===== src/rtl/regfile_dump_pkg.sv =====
// -----------------------------------------------------------------------------
// regfile_dump_pkg
// Shared definitions for the register-file dump reader: FSM state encodings
// (also used by the bench for state checks), default widths, and the
// start-range validation helper.
// -----------------------------------------------------------------------------
package regfile_dump_pkg;

    // State encodings as plain constants so that other code can compare
    // against them without depending on the enum type.
    localparam logic [1:0] STATE_IDLE = 2'd0;
    localparam logic [1:0] STATE_READ = 2'd1;
    localparam logic [1:0] STATE_HOLD = 2'd2;
    localparam logic [1:0] STATE_DONE = 2'd3;

    localparam int DEFAULT_DATA_WIDTH = 32;
    localparam int DEFAULT_ADDR_WIDTH = 5;
    localparam int DEFAULT_NUM_REGS   = 32;

    typedef enum logic [1:0] {
        ST_IDLE = STATE_IDLE,
        ST_READ = STATE_READ,
        ST_HOLD = STATE_HOLD,
        ST_DONE = STATE_DONE
    } dump_state_e;

    // A range is rejected when it is reversed or runs past the last
    // implemented register. Operands are zero-extended to 32 bits so the
    // check stays correct even when NUM_REGS equals 2**ADDR_WIDTH.
    function automatic logic range_bad(input logic [31:0] first_a,
                                       input logic [31:0] last_a,
                                       input logic [31:0] num_regs);
        range_bad = (first_a > last_a) || (last_a >= num_regs);
    endfunction

endpackage


===== src/rtl/dump_addr_counter.sv =====
// -----------------------------------------------------------------------------
// dump_addr_counter
// Read-address generator for the dump reader. Loads the first address and
// latches the last address of a range, increments on request, and flags when
// the current address is the last one of the range.
// Ports:
//   clk, rst     clock, asynchronous active-high reset
//   load_i       load first_i into the address, latch last_i
//   inc_i        advance the address by one
//   first_i      first address of the range
//   last_i       last address of the range (inclusive)
//   addr_o       current read address (registered)
//   is_last_o    addr_o equals the latched last address
// -----------------------------------------------------------------------------
module dump_addr_counter #(
    parameter int ADDR_WIDTH = 5
) (
    input  logic                  clk,
    input  logic                  rst,
    input  logic                  load_i,
    input  logic                  inc_i,
    input  logic [ADDR_WIDTH-1:0] first_i,
    input  logic [ADDR_WIDTH-1:0] last_i,
    output logic [ADDR_WIDTH-1:0] addr_o,
    output logic                  is_last_o
);

    localparam logic [ADDR_WIDTH-1:0] ADDR_ONE = {{(ADDR_WIDTH-1){1'b0}}, 1'b1};

    logic [ADDR_WIDTH-1:0] addr_q;
    logic [ADDR_WIDTH-1:0] addr_d;
    logic [ADDR_WIDTH-1:0] last_q;
    logic [ADDR_WIDTH-1:0] last_d;

    // Next address / latched bound: load has priority over increment.
    // The range is validated before load, so the increment never wraps.
    always_comb begin
        addr_d = addr_q;
        last_d = last_q;
        if (load_i) begin
            addr_d = first_i;
            last_d = last_i;
        end else if (inc_i) begin
            addr_d = addr_q + ADDR_ONE;
        end else begin
            addr_d = addr_q;
        end
    end

    // Address and last-address registers.
    always_ff @(posedge clk or posedge rst) begin
        if (rst) begin
            addr_q <= {ADDR_WIDTH{1'b0}};
            last_q <= {ADDR_WIDTH{1'b0}};
        end else begin
            addr_q <= addr_d;
            last_q <= last_d;
        end
    end

    assign addr_o    = addr_q;
    assign is_last_o = (addr_q == last_q);

endmodule


===== src/rtl/regfile_dump_reader.sv =====
// -----------------------------------------------------------------------------
// regfile_dump_reader
// Debug readout engine: walks [first_addr..last_addr] over a spare register
// file read port and streams each word on a valid/ready interface tagged
// with its address and a last flag. Never writes the register file.
// Ports:
//   clk, rst              clock, asynchronous active-high reset
//   start, abort          request a dump (IDLE only) / synchronous abort
//   first_addr, last_addr inclusive range, sampled with start
//   rd_addr, rd_data      register-file read port (data combinational)
//   out_valid, out_ready  output handshake
//   out_data, out_addr    captured word and its address
//   out_last              word is the last of the range
//   busy, done, err       status: active / end-of-dump pulse / rejected-start pulse
// -----------------------------------------------------------------------------
module regfile_dump_reader
    import regfile_dump_pkg::*;
#(
    parameter int DATA_WIDTH = DEFAULT_DATA_WIDTH,
    parameter int ADDR_WIDTH = DEFAULT_ADDR_WIDTH,
    parameter int NUM_REGS   = DEFAULT_NUM_REGS
) (
    input  logic                  clk,
    input  logic                  rst,
    input  logic                  start,
    input  logic                  abort,
    input  logic [ADDR_WIDTH-1:0] first_addr,
    input  logic [ADDR_WIDTH-1:0] last_addr,
    output logic [ADDR_WIDTH-1:0] rd_addr,
    input  logic [DATA_WIDTH-1:0] rd_data,
    output logic                  out_valid,
    input  logic                  out_ready,
    output logic [DATA_WIDTH-1:0] out_data,
    output logic [ADDR_WIDTH-1:0] out_addr,
    output logic                  out_last,
    output logic                  busy,
    output logic                  done,
    output logic                  err
);

    dump_state_e           state_q;
    dump_state_e           state_d;
    logic                  out_valid_q;
    logic                  out_valid_d;
    logic                  out_last_q;
    logic                  out_last_d;
    logic [DATA_WIDTH-1:0] out_data_q;
    logic [DATA_WIDTH-1:0] out_data_d;
    logic [ADDR_WIDTH-1:0] out_addr_q;
    logic [ADDR_WIDTH-1:0] out_addr_d;
    logic                  busy_q;
    logic                  busy_d;
    logic                  done_q;
    logic                  done_d;
    logic                  err_q;
    logic                  err_d;

    logic                  load_s;
    logic                  inc_s;
    logic                  is_last_s;
    logic [ADDR_WIDTH-1:0] rd_addr_s;
    logic                  bad_range_s;

    assign bad_range_s = range_bad(32'(first_addr), 32'(last_addr), 32'(NUM_REGS));

    dump_addr_counter #(
        .ADDR_WIDTH (ADDR_WIDTH)
    ) u_addr_counter (
        .clk       (clk),
        .rst       (rst),
        .load_i    (load_s),
        .inc_i     (inc_s),
        .first_i   (first_addr),
        .last_i    (last_addr),
        .addr_o    (rd_addr_s),
        .is_last_o (is_last_s)
    );

    // Next-state and next-output logic. Abort overrides every other input.
    // done is raised on the HOLD->DONE transition so it is visible while
    // the FSM sits in DONE, one cycle after the last word is accepted.
    always_comb begin
        state_d     = state_q;
        out_valid_d = out_valid_q;
        out_last_d  = out_last_q;
        out_data_d  = out_data_q;
        out_addr_d  = out_addr_q;
        busy_d      = busy_q;
        done_d      = 1'b0;
        err_d       = 1'b0;
        load_s      = 1'b0;
        inc_s       = 1'b0;

        if (abort) begin
            state_d     = ST_IDLE;
            out_valid_d = 1'b0;
            out_last_d  = 1'b0;
            busy_d      = 1'b0;
        end else begin
            case (state_q)
                ST_IDLE: begin
                    if (start) begin
                        if (bad_range_s) begin
                            err_d = 1'b1;
                        end else begin
                            load_s  = 1'b1;
                            busy_d  = 1'b1;
                            state_d = ST_READ;
                        end
                    end else begin
                        state_d = ST_IDLE;
                    end
                end
                ST_READ: begin
                    // Snapshot the word now; later register writes cannot
                    // disturb what is presented downstream.
                    out_data_d  = rd_data;
                    out_addr_d  = rd_addr_s;
                    out_last_d  = is_last_s;
                    out_valid_d = 1'b1;
                    state_d     = ST_HOLD;
                end
                ST_HOLD: begin
                    if (out_ready) begin
                        out_valid_d = 1'b0;
                        if (out_last_q) begin
                            done_d  = 1'b1;
                            state_d = ST_DONE;
                        end else begin
                            inc_s   = 1'b1;
                            state_d = ST_READ;
                        end
                    end else begin
                        state_d = ST_HOLD;
                    end
                end
                ST_DONE: begin
                    busy_d  = 1'b0;
                    state_d = ST_IDLE;
                end
                default: begin
                    state_d     = ST_IDLE;
                    out_valid_d = 1'b0;
                    out_last_d  = 1'b0;
                    busy_d      = 1'b0;
                end
            endcase
        end
    end

    // State and output registers.
    always_ff @(posedge clk or posedge rst) begin
        if (rst) begin
            state_q     <= ST_IDLE;
            out_valid_q <= 1'b0;
            out_last_q  <= 1'b0;
            out_data_q  <= {DATA_WIDTH{1'b0}};
            out_addr_q  <= {ADDR_WIDTH{1'b0}};
            busy_q      <= 1'b0;
            done_q      <= 1'b0;
            err_q       <= 1'b0;
        end else begin
            state_q     <= state_d;
            out_valid_q <= out_valid_d;
            out_last_q  <= out_last_d;
            out_data_q  <= out_data_d;
            out_addr_q  <= out_addr_d;
            busy_q      <= busy_d;
            done_q      <= done_d;
            err_q       <= err_d;
        end
    end

    assign rd_addr   = rd_addr_s;
    assign out_valid = out_valid_q;
    assign out_last  = out_last_q;
    assign out_data  = out_data_q;
    assign out_addr  = out_addr_q;
    assign busy      = busy_q;
    assign done      = done_q;
    assign err       = err_q;

endmodule


===== config.mk =====
export PLATFORM = sky130hd
export DESIGN_NAME = regfile_dump_reader
export DESIGN_NICKNAME = d
export VERILOG_FILES = /design/src/rtl/regfile_dump_pkg.sv /design/src/rtl/dump_addr_counter.sv /design/src/rtl/regfile_dump_reader.sv
export SDC_FILE = /design/constraint.sdc
export NUM_CORES = 1
export LEC_CHECK = 0
export BUFFER_PORTS_ARGS = -buffer_cell sky130_fd_sc_hd__buf_2
export CORE_MARGIN = 4
export CORE_UTILIZATION = 30
export CTS_BUF_LIST = sky130_fd_sc_hd__clkbuf_4 sky130_fd_sc_hd__clkbuf_8 sky130_fd_sc_hd__clkbuf_16
export DETAILED_ROUTE_END_ITERATION = 12
export HOLD_SLACK_MARGIN = 0.1
export PLACE_DENSITY = 0.57
export SYNTH_ARGS = -nofsm -noshare
export SYNTH_HDL_FRONTEND = slang
export SYNTH_SLANG_ARGS = --single-unit

===== constraint.sdc =====
create_clock -name clk -period 3.6 [get_ports clk]
set_input_delay 0.36 -clock clk [delete_from_list [all_inputs] [get_ports clk]]
set_output_delay 0.36 -clock clk [all_outputs]
set_load 0.01 [all_outputs]

==> flow_summary.toml, run 1 <==
[outcome]
status = "finished, final reports clean"

[layout]
fillCellCount = 777
n_antenna_cell = 0
final_core_util = 0.398
multi_input_comb_area_um2 = 995
drive_above_1_share = 0.572
num-nets-final = 323
final-seq-area_mm2 = 0.00135
area_delta_synth_final_pct = 28.3

[worst_hold_path]
min_path_type = "in2async"

[synthesis]
synth_area_mm2 = 0.00241
ys_seq_area_frac = 0.560
yosys.cell_types.count = 35
synth.area.top_cells = "dfrtp_1 56%, mux2_2 19%, ha_1 3.1%"
ys.flop_type = "dfrtp_1"
ys_ff_latch = 54
synth_area_leader_cell = "dfrtp_1"
synth_edf_count = 0
synth.top_cell.area_share = 0.560
synth_area_per_cell_um2 = 13.9
syn_nets = 227
synthArstFlopShare = 1.00
yosys-top-cells-count = "54 x dfrtp_1, 40 x mux2_2, 9 x inv_1"
synthCells = 174
ys_warn_count = 0
yosysMostFrequentCell = "dfrtp_1"

[timing]
max_slew_margin = 0.304
hold_viol = 0
worst_pin_slew_ns = 1.04
fmax_ghz = 0.470
final.setup.tns_ns = 0
drv_slew = 0
finalSetupViolCount = 0
finalCritPeriodShare = 0.591
grt_setup_unrepaired = "false"
holdWs_ns = 0.147
finClkSkew_ns = 0.00529
fin_crit_ns = 2.13

[die]
coreArea_mm2 = 0.00777
die_y_um = 97.7
initial_core_util = 0.310
die_area_mm2 = 0.00954
die_width_um = 97.7
core.rowCount = 32
io-pin-count = 94

[clock_tree]
htree_levels = 2
post_cts_buffers = 0
hold_buffers = 0
clkTransAtPathRegs_ns = 0.10
cts-root-buf = "clkbuf_8"
clock_path_buffers = 2
cts.sinks = 54
numCtsBuffers = 5
cts_tree = "yes"
post_cts_resized = 0
clk_latency_ns = 0.30

[detailed_routing]
firstDrtPassIters = 4
vias = 1671
vias_per_cell = 4.48
dr.max_layer_used = "met4"
met3_length_um = 304
met1_length_mm = 2.37
drt-total-wl_mm = 5.19
routedWlPerCell_um = 13.9
route.met2.wl_mm = 2.46
drt_iter0_drc = 47
drc_errors = 0
ant_nets = 0

[power]
power_mw = 2.08
leakage_nw = 1.49
peakVddDrop_v = 0.000280
powerDensity_mw_per_mm2 = 672

[global_routing]
grt-ovfl-total = 0
grt_pass1_wl_mm = 8.80
antenna_found_initial = 0
grt_max_degree = 39
grt_pass1_vias = 1745
gr-usage-all-layers = 0.112

[setup_path]
critPathCaptureType = "register"
cp-start-kind = "register"
critical_path_required_ns = 3.80
path_class = "reg2reg"
cp_max_fo = 38
critPathArrivalTime_ns = 2.33

[placement]
place_hpwl_mm = 3.98
io_buffers = 93
globalplace.congestion = 0.752

[run]
max-cap-violations = 0
kinds of logic (layout without fill, tap and decap cells):
kind of cell,Yosys count,count (layout),share of synthesized area
DFF,54,54,0.560
muxes,46,46,0.222
and+or+nand+nor,34,34,0.0861
buffers and inverters,14,111,0.0301
AOI/OAI and AO/OA,13,13,0.0446
xor gates and xnor gates,7,7,0.0254
adders and majority gates,6,6,0.0311
critical path: stages (launching register included):
cell,delay (ns)
dfrtp_1,0.46
nand2b_1,0.23
nor2_4,0.81
nand4_1,0.21
o32ai_1,0.32
layout by cell type, fill, tap and decap left out, drive strengths merged, types with 3 or more instances in the layout:
cell type / instances
dfrtp: 54
nand2: 4
and2: 4
nor2: 8
inv: 9
clkbuf: 6
mux2: 45
xnor2: 4
ha: 6
nand2b: 3
nand3: 3
buf: 94
xor2: 3
nor4b: 3
layer usage:
metal	vias to the layer above	global-route usage
li1	809	-
met1	806	0.151
met2	52	0.180
met3	4	0.0280
met4	0	0.0319
met5	-	0
state kept, by name, summed over array words and instances (netlist names), 2 cells and up:
name                   count
out_data                  32
out_addr                   5
state_q                    2
u_addr_counter.last_q      5
u_addr_counter.addr_o      5
power breakdown:
group          total [mW]  switching, mW  internal [mW]
registers           0.969          0.141          0.828
clock network       0.410          0.195          0.215
logic               0.700          0.314          0.386
total                2.08          0.650           1.43
cell type report:
| type | count | share of cell area |
|---|---|---|
| multi-input cells | 106 | 0.321 |
| inverters | 9 | 0.0109 |
| repair buffers | 94 | 0.153 |
| well taps | 102 | 0.0412 |
| clock inverters | 2 | 0.0121 |
| clock buffers | 6 | 0.0247 |
| flip-flops and latches | 54 | 0.437 |
metrics by stage:
| step | cells | worst slack [ns] | cell area, um^2 |
|---|---|---|---|
| 2_1_floorplan | 174 | 1.76 | 2410 |
| 3_3_place_gp | 365 | 1.55 | 2980 |
| 3_5_place_dp | 365 | 1.44 | 2980 |
| 4_1_cts | 373 | 1.42 | 3090 |
| 5_1_grt | 373 | 1.16 | 3090 |
| 6_report | 373 | 1.47 | 3090 |
final timing paths:
| kind | start | to | slack [ns] | cells past startpoint |
|---|---|---|---|---|
| min in group clk | rd_data[21] | out_data[21] | 0.28 | 2 |
| max in group asynchronous | rst | u_addr_counter.addr_o[0] | 2.69 | 3 |
| setup / recovery | state_q[1] | out_last | 1.47 | 4 |
| hold reg to reg | out_data[23] | out_data[23] | 0.51 | 1 |
| setup reg to reg | state_q[1] | out_last | 1.47 | 4 |
| hold / removal | rst | out_data[21] | 0.15 | 2 |
Note: power is estimated with default switching activity, not from simulation.
==> inputs of run 2 (changes only) <==
PLACE_DENSITY = 0.59   (was 0.57)
clock period = 1.75 ns   (was 3.6 ns; I/O delays follow)
==> flow_summary.toml, run 2 (synthesis gave the netlist of run 1 again) <==
[outcome]
status = "finished, violations left"
violations = "setup timing"

[detailed_routing]
firstDrtPassIters = 4
drt_iter0_drc = 56
vias_per_cell = 4.40
drc_errors = 0
routedWlPerCell_um = 13.4
ant_nets = 0
drt-total-wl_mm = 5.70
vias = 1869

[worst_hold_path]
min_to = "out_data[4]"
min_path_type = "in2reg"
holdCritStartpoint = "rd_data[4]"
min_path_cells = 2

[clock_tree]
clock_path_buffers = 2
cts_tree = "yes"
cts-root-buf = "clkbuf_8"
clkTransAtPathRegs_ns = 0.09
numCtsBuffers = 5
clk_latency_ns = 0.30
cts.sinks = 54
htree_levels = 2

[global_routing]
grt_pass1_vias = 1968
antenna_found_initial = 0
grt_max_degree = 31
grt-ovfl-total = 0
gr-usage-all-layers = 0.122
grt_pass1_wl_mm = 9.62

[setup_path]
cp_max_fo = 5
r2r_cells = 4
cp-start-kind = "register"
critPathCaptureType = "register"
r2r-end = "u_addr_counter.last_q[3]"
critical_path_required_ns = 1.94
worstReg2RegStart = "state_q[0]"
path_class = "reg2reg"
critPathArrivalTime_ns = 1.96
rrSetupSlack_ns = -0.02

[die]
die_y_um = 97.7
io-pin-count = 94
core.rowCount = 32
coreArea_mm2 = 0.00777
die_width_um = 97.7
die_area_mm2 = 0.00954
initial_core_util = 0.310

[timing]
worst_pin_slew_ns = 0.541
hold_viol = 0
max_slew_margin = 0.639
grt_setup_unrepaired = "true"
holdWs_ns = 0.107
finClkSkew_ns = 0.00517
fin_crit_ns = 1.77
finalCritPeriodShare = 1.01
fmax_ghz = 0.566
finalWorstSetupSlack_ns = -0.0158
drv_slew = 0
finalSetupViolCount = 1

[layout]
largest_reg_flops = 32
area_delta_synth_final_pct = 49.8
drive_above_1_share = 0.539
final_cell_mix = "93 x buf_2, 54 x dfrtp_1, 39 x mux2_2, 34 x dlygate4sd3_1, 15 x buf_4"
final_common_cell = "buf_2"
n_antenna_cell = 0
final_cells = 425
num-nets-final = 375

[power]
peakVddDrop_v = 0.000534
powerDensity_mw_per_mm2 = 1190
leakage_nw = 1.75

[placement]
globalplace.congestion = 0.746
place_hpwl_mm = 4.04
dp_cells = 380
io_buffers = 93
preCtsSetupSlack_ns = -0.0483

[run]
max-cap-violations = 0
-- run 2: changes by cell type in the layout (fill, tap and decap cells not counted), sizes merged --
cell | previous run | this run
a22o | 1 | 2
clkinv | 0 | 1
bufinv | 1 | 0
buf | 94 | 111
clkbuf | 6 | 7
clkinvlp | 1 | 0
dlygate4sd3 | 0 | 34
-- run 2: cell type report --
cell class,count,area (um^2)
inverters,9,33.8
repair buffers,145,978
multi-input cells,107,1020
well taps,102,128
flip-flops and latches,54,1350
clock inverters,1,5.00
clock buffers,7,90.1
fillers,721,4160
-- run 2: metal layers --
| layer | vias up | track usage | share of wire |
|---|---|---|---|
| met5 | - | 0 | 0 |
| met4 | 0 | 0.0288 | 0.0093 |
| met3 | 7 | 0.0366 | 0.063 |
| met2 | 54 | 0.211 | 0.49 |
| met1 | 892 | 0.149 | 0.44 |
| li1 | 916 | - | - |
-- run 2: worst max-delay path by stage --
| stage | startpoint | endpoint | slack [ns] | cells past startpoint |
|---|---|---|---|---|
| 2_1_floorplan | state_q[0] | u_addr_counter.addr_o[1] | -0.03 | 5 |
| 3_3_place_gp | state_q[0] | u_addr_counter.last_q[2] | -0.02 | 4 |
| 3_5_place_dp | state_q[0] | u_addr_counter.last_q[2] | -0.05 | 4 |
| 4_1_cts | state_q[0] | u_addr_counter.last_q[2] | -0.04 | 4 |
| 5_1_grt | state_q[0] | u_addr_counter.last_q[3] | -0.06 | 4 |
| 6_report | state_q[0] | u_addr_counter.last_q[3] | -0.02 | 4 |
-- run 2: repair_timing --
action                                  in CTS  in global routing
pin swaps                                    1                  0
endpoints found under the setup margin       7                 10
buffers inserted                             2                  0
cloned                                       0                  1
resized for setup                            1                  4
endpoints found under the hold margin       56                  1
hold buffers                                33                  1
-- run 2: critical path: stages, from the launching register on --
cell and delay [ns]:
dfrtp_1 0.41, or4b_4 0.55, nor3_4 0.17, a22o_4 0.20, mux2_2 0.34
-- run 2: stage by stage --
stage | total power [mW] | utilization | setup TNS, ns | cell area [um^2]
after detailed placement | 3.53 | 0.403 | -0.146 | 3130
after global placement | 3.50 | 0.403 | -0.0393 | 3130
after floorplan | 2.86 | - | -0.154 | 2410
after global routing | 4.62 | 0.465 | -0.246 | 3610
final | 4.29 | 0.465 | -0.0158 | 3610
after CTS | 4.35 | 0.461 | -0.0709 | 3580
-- run 2: report_power, final --
group	switching (mW)	internal (mW)
clock network	0.391	0.336
logic	0.676	0.890
registers	0.297	1.70
total	1.36	2.93
==> inputs of run 3 (changes only) <==
SKIP_LAST_GASP = 1   (was not set)
==> flow_summary.toml, run 3 (synthesis gave the netlist of run 1 again) <==
[outcome]
status = "finished, violations left"
violations = "setup timing"

[setup_path]
cp_slowest_stage_delay_ns = 0.55
r2r-end = "u_addr_counter.last_q[3]"
cp_slowest_cell = "or4b_4"
worstReg2RegStart = "state_q[0]"
path_class = "reg2reg"
cp-start-kind = "register"
path_cells = "or4b_4 > nor3_4 > a22o_4 > mux2_2"
cp_max_fo = 5
critPathCaptureType = "register"
r2r_cells = 4
critical_path_required_ns = 1.94
critPathArrivalTime_ns = 1.96
rrSetupSlack_ns = -0.01

[timing]
finClkSkew_ns = 0.00391
hold_viol = 0
grt_setup_unrepaired = "true"
worst_pin_slew_ns = 0.541
fmax_ghz = 0.567
finalCritPeriodShare = 1.01
max_slew_margin = 0.639
finalWorstSetupSlack_ns = -0.0130
drv_slew = 0
finalSetupViolCount = 2
fin_crit_ns = 1.76

[die]
initial_core_util = 0.310
io-pin-count = 94
coreArea_mm2 = 0.00777
die_width_um = 97.7
core.rowCount = 32
die_y_um = 97.7
die_area_mm2 = 0.00954

[global_routing]
grt_max_degree = 31
grt_pass1_wl_mm = 9.62
antenna_found_initial = 0
gr-usage-all-layers = 0.122
grt-ovfl-total = 0
grt_pass1_vias = 1968

[power]
peakVddDrop_v = 0.000533
leakage_nw = 1.74
power_mw = 4.29
powerDensity_mw_per_mm2 = 1190

[placement]
place_hpwl_mm = 4.04
io_buffers = 93
dp_cells = 380
globalplace.congestion = 0.746

[clock_tree]
cts_tree = "yes"
cts-root-buf = "clkbuf_8"
numCtsBuffers = 5
clk_latency_ns = 0.30
htree_levels = 2
clock_path_buffers = 2
cts.sinks = 54
clkTransAtPathRegs_ns = 0.09

[detailed_routing]
met3_length_um = 341
drt-total-wl_mm = 5.70
dr.max_layer_used = "met4"
routedWlPerCell_um = 13.4
vias = 1873
route.met2.wl_mm = 2.80
vias_per_cell = 4.41
ant_nets = 0
drc_errors = 0
met1_length_mm = 2.50
firstDrtPassIters = 4
drt_iter0_drc = 57

[worst_hold_path]
holdCritStartpoint = "rd_data[4]"
min_path_type = "in2reg"
min_path_cells = 2
min_to = "out_data[4]"

[layout]
n_antenna_cell = 0
final_cells = 425
drive_above_1_share = 0.536
area_delta_synth_final_pct = 49.5
largest_reg_flops = 32
final_common_cell = "buf_2"
final_cell_mix = "93 x buf_2, 54 x dfrtp_1, 40 x mux2_2, 34 x dlygate4sd3_1, 15 x buf_4"
num-nets-final = 375
fillCellCount = 724

[run]
max-cap-violations = 0
-- run 3: worst max path at each step --
stage	startpoint	to	slack, ns	cells past startpoint
final	state_q[0]	u_addr_counter.last_q[3]	-0.01	4
after global routing	state_q[0]	u_addr_counter.last_q[2]	-0.07	4
after CTS	state_q[0]	u_addr_counter.last_q[2]	-0.04	4
after detailed placement	state_q[0]	u_addr_counter.last_q[2]	-0.05	4
after global placement	state_q[0]	u_addr_counter.last_q[2]	-0.02	4
after floorplan	state_q[0]	u_addr_counter.addr_o[1]	-0.03	5
-- run 3: worst max-delay path, delay by kind of cell, from the launching register on --
kind / cells / cell delay (ns)
flops: 1 / 0.41
mux: 1 / 0.33
simple gates: 2 / 0.72
compound gates: 1 / 0.19
-- run 3: stage by stage --
stage	cell area (um^2)	setup TNS (ns)	hold WS, ns	util	setup slack, ns
6_report	3600	-0.0239	0.108	0.464	-0.0130
5_1_grt	3600	-0.300	0.104	0.464	-0.0719
4_1_cts	3570	-0.0733	0.102	0.460	-0.0359
3_5_place_dp	3130	-0.146	0.257	0.403	-0.0483
3_3_place_gp	3130	-0.0393	0.255	0.403	-0.0199
2_1_floorplan	2410	-0.154	0.238	-	-0.0308
-- run 3: layout make-up --
type	count	area, um^2	share of cell area
inverter	9	33.8	0.00937
tap	102	128	0.0354
sequential	54	1350	0.375
timing repair buffer	145	978	0.271
clock buffer	7	90.1	0.0250
clock inverter	1	5.00	0.00139
multi-input combinational	107	1020	0.283
-- run 3: per-layer routing --
layer / vias up / global-route usage
li1: 917 / -
met1: 896 / 0.149
met2: 54 / 0.211
met3: 6 / 0.0366
met4: 0 / 0.0288
met5: - / 0
-- run 3: what timing repair did --
action | 4_1_cts | 5_1_grt
setup endpoints to repair | 7 | 10
hold endpoints to repair | 56 | 1
setup buffers | 2 | 0
cloned | 0 | 1
hold buffers | 33 | 1
pin swaps | 1 | 2
gates resized for setup | 0 | 3
-- run 3: where the power goes --
| part | internal [mW] | total, mW | switching [mW] |
|---|---|---|---|
| combinational | 0.885 | 1.56 | 0.675 |
| sequential | 1.70 | 2.00 | 0.295 |
| clock | 0.336 | 0.729 | 0.393 |
| total | 2.93 | 4.29 | 1.36 |
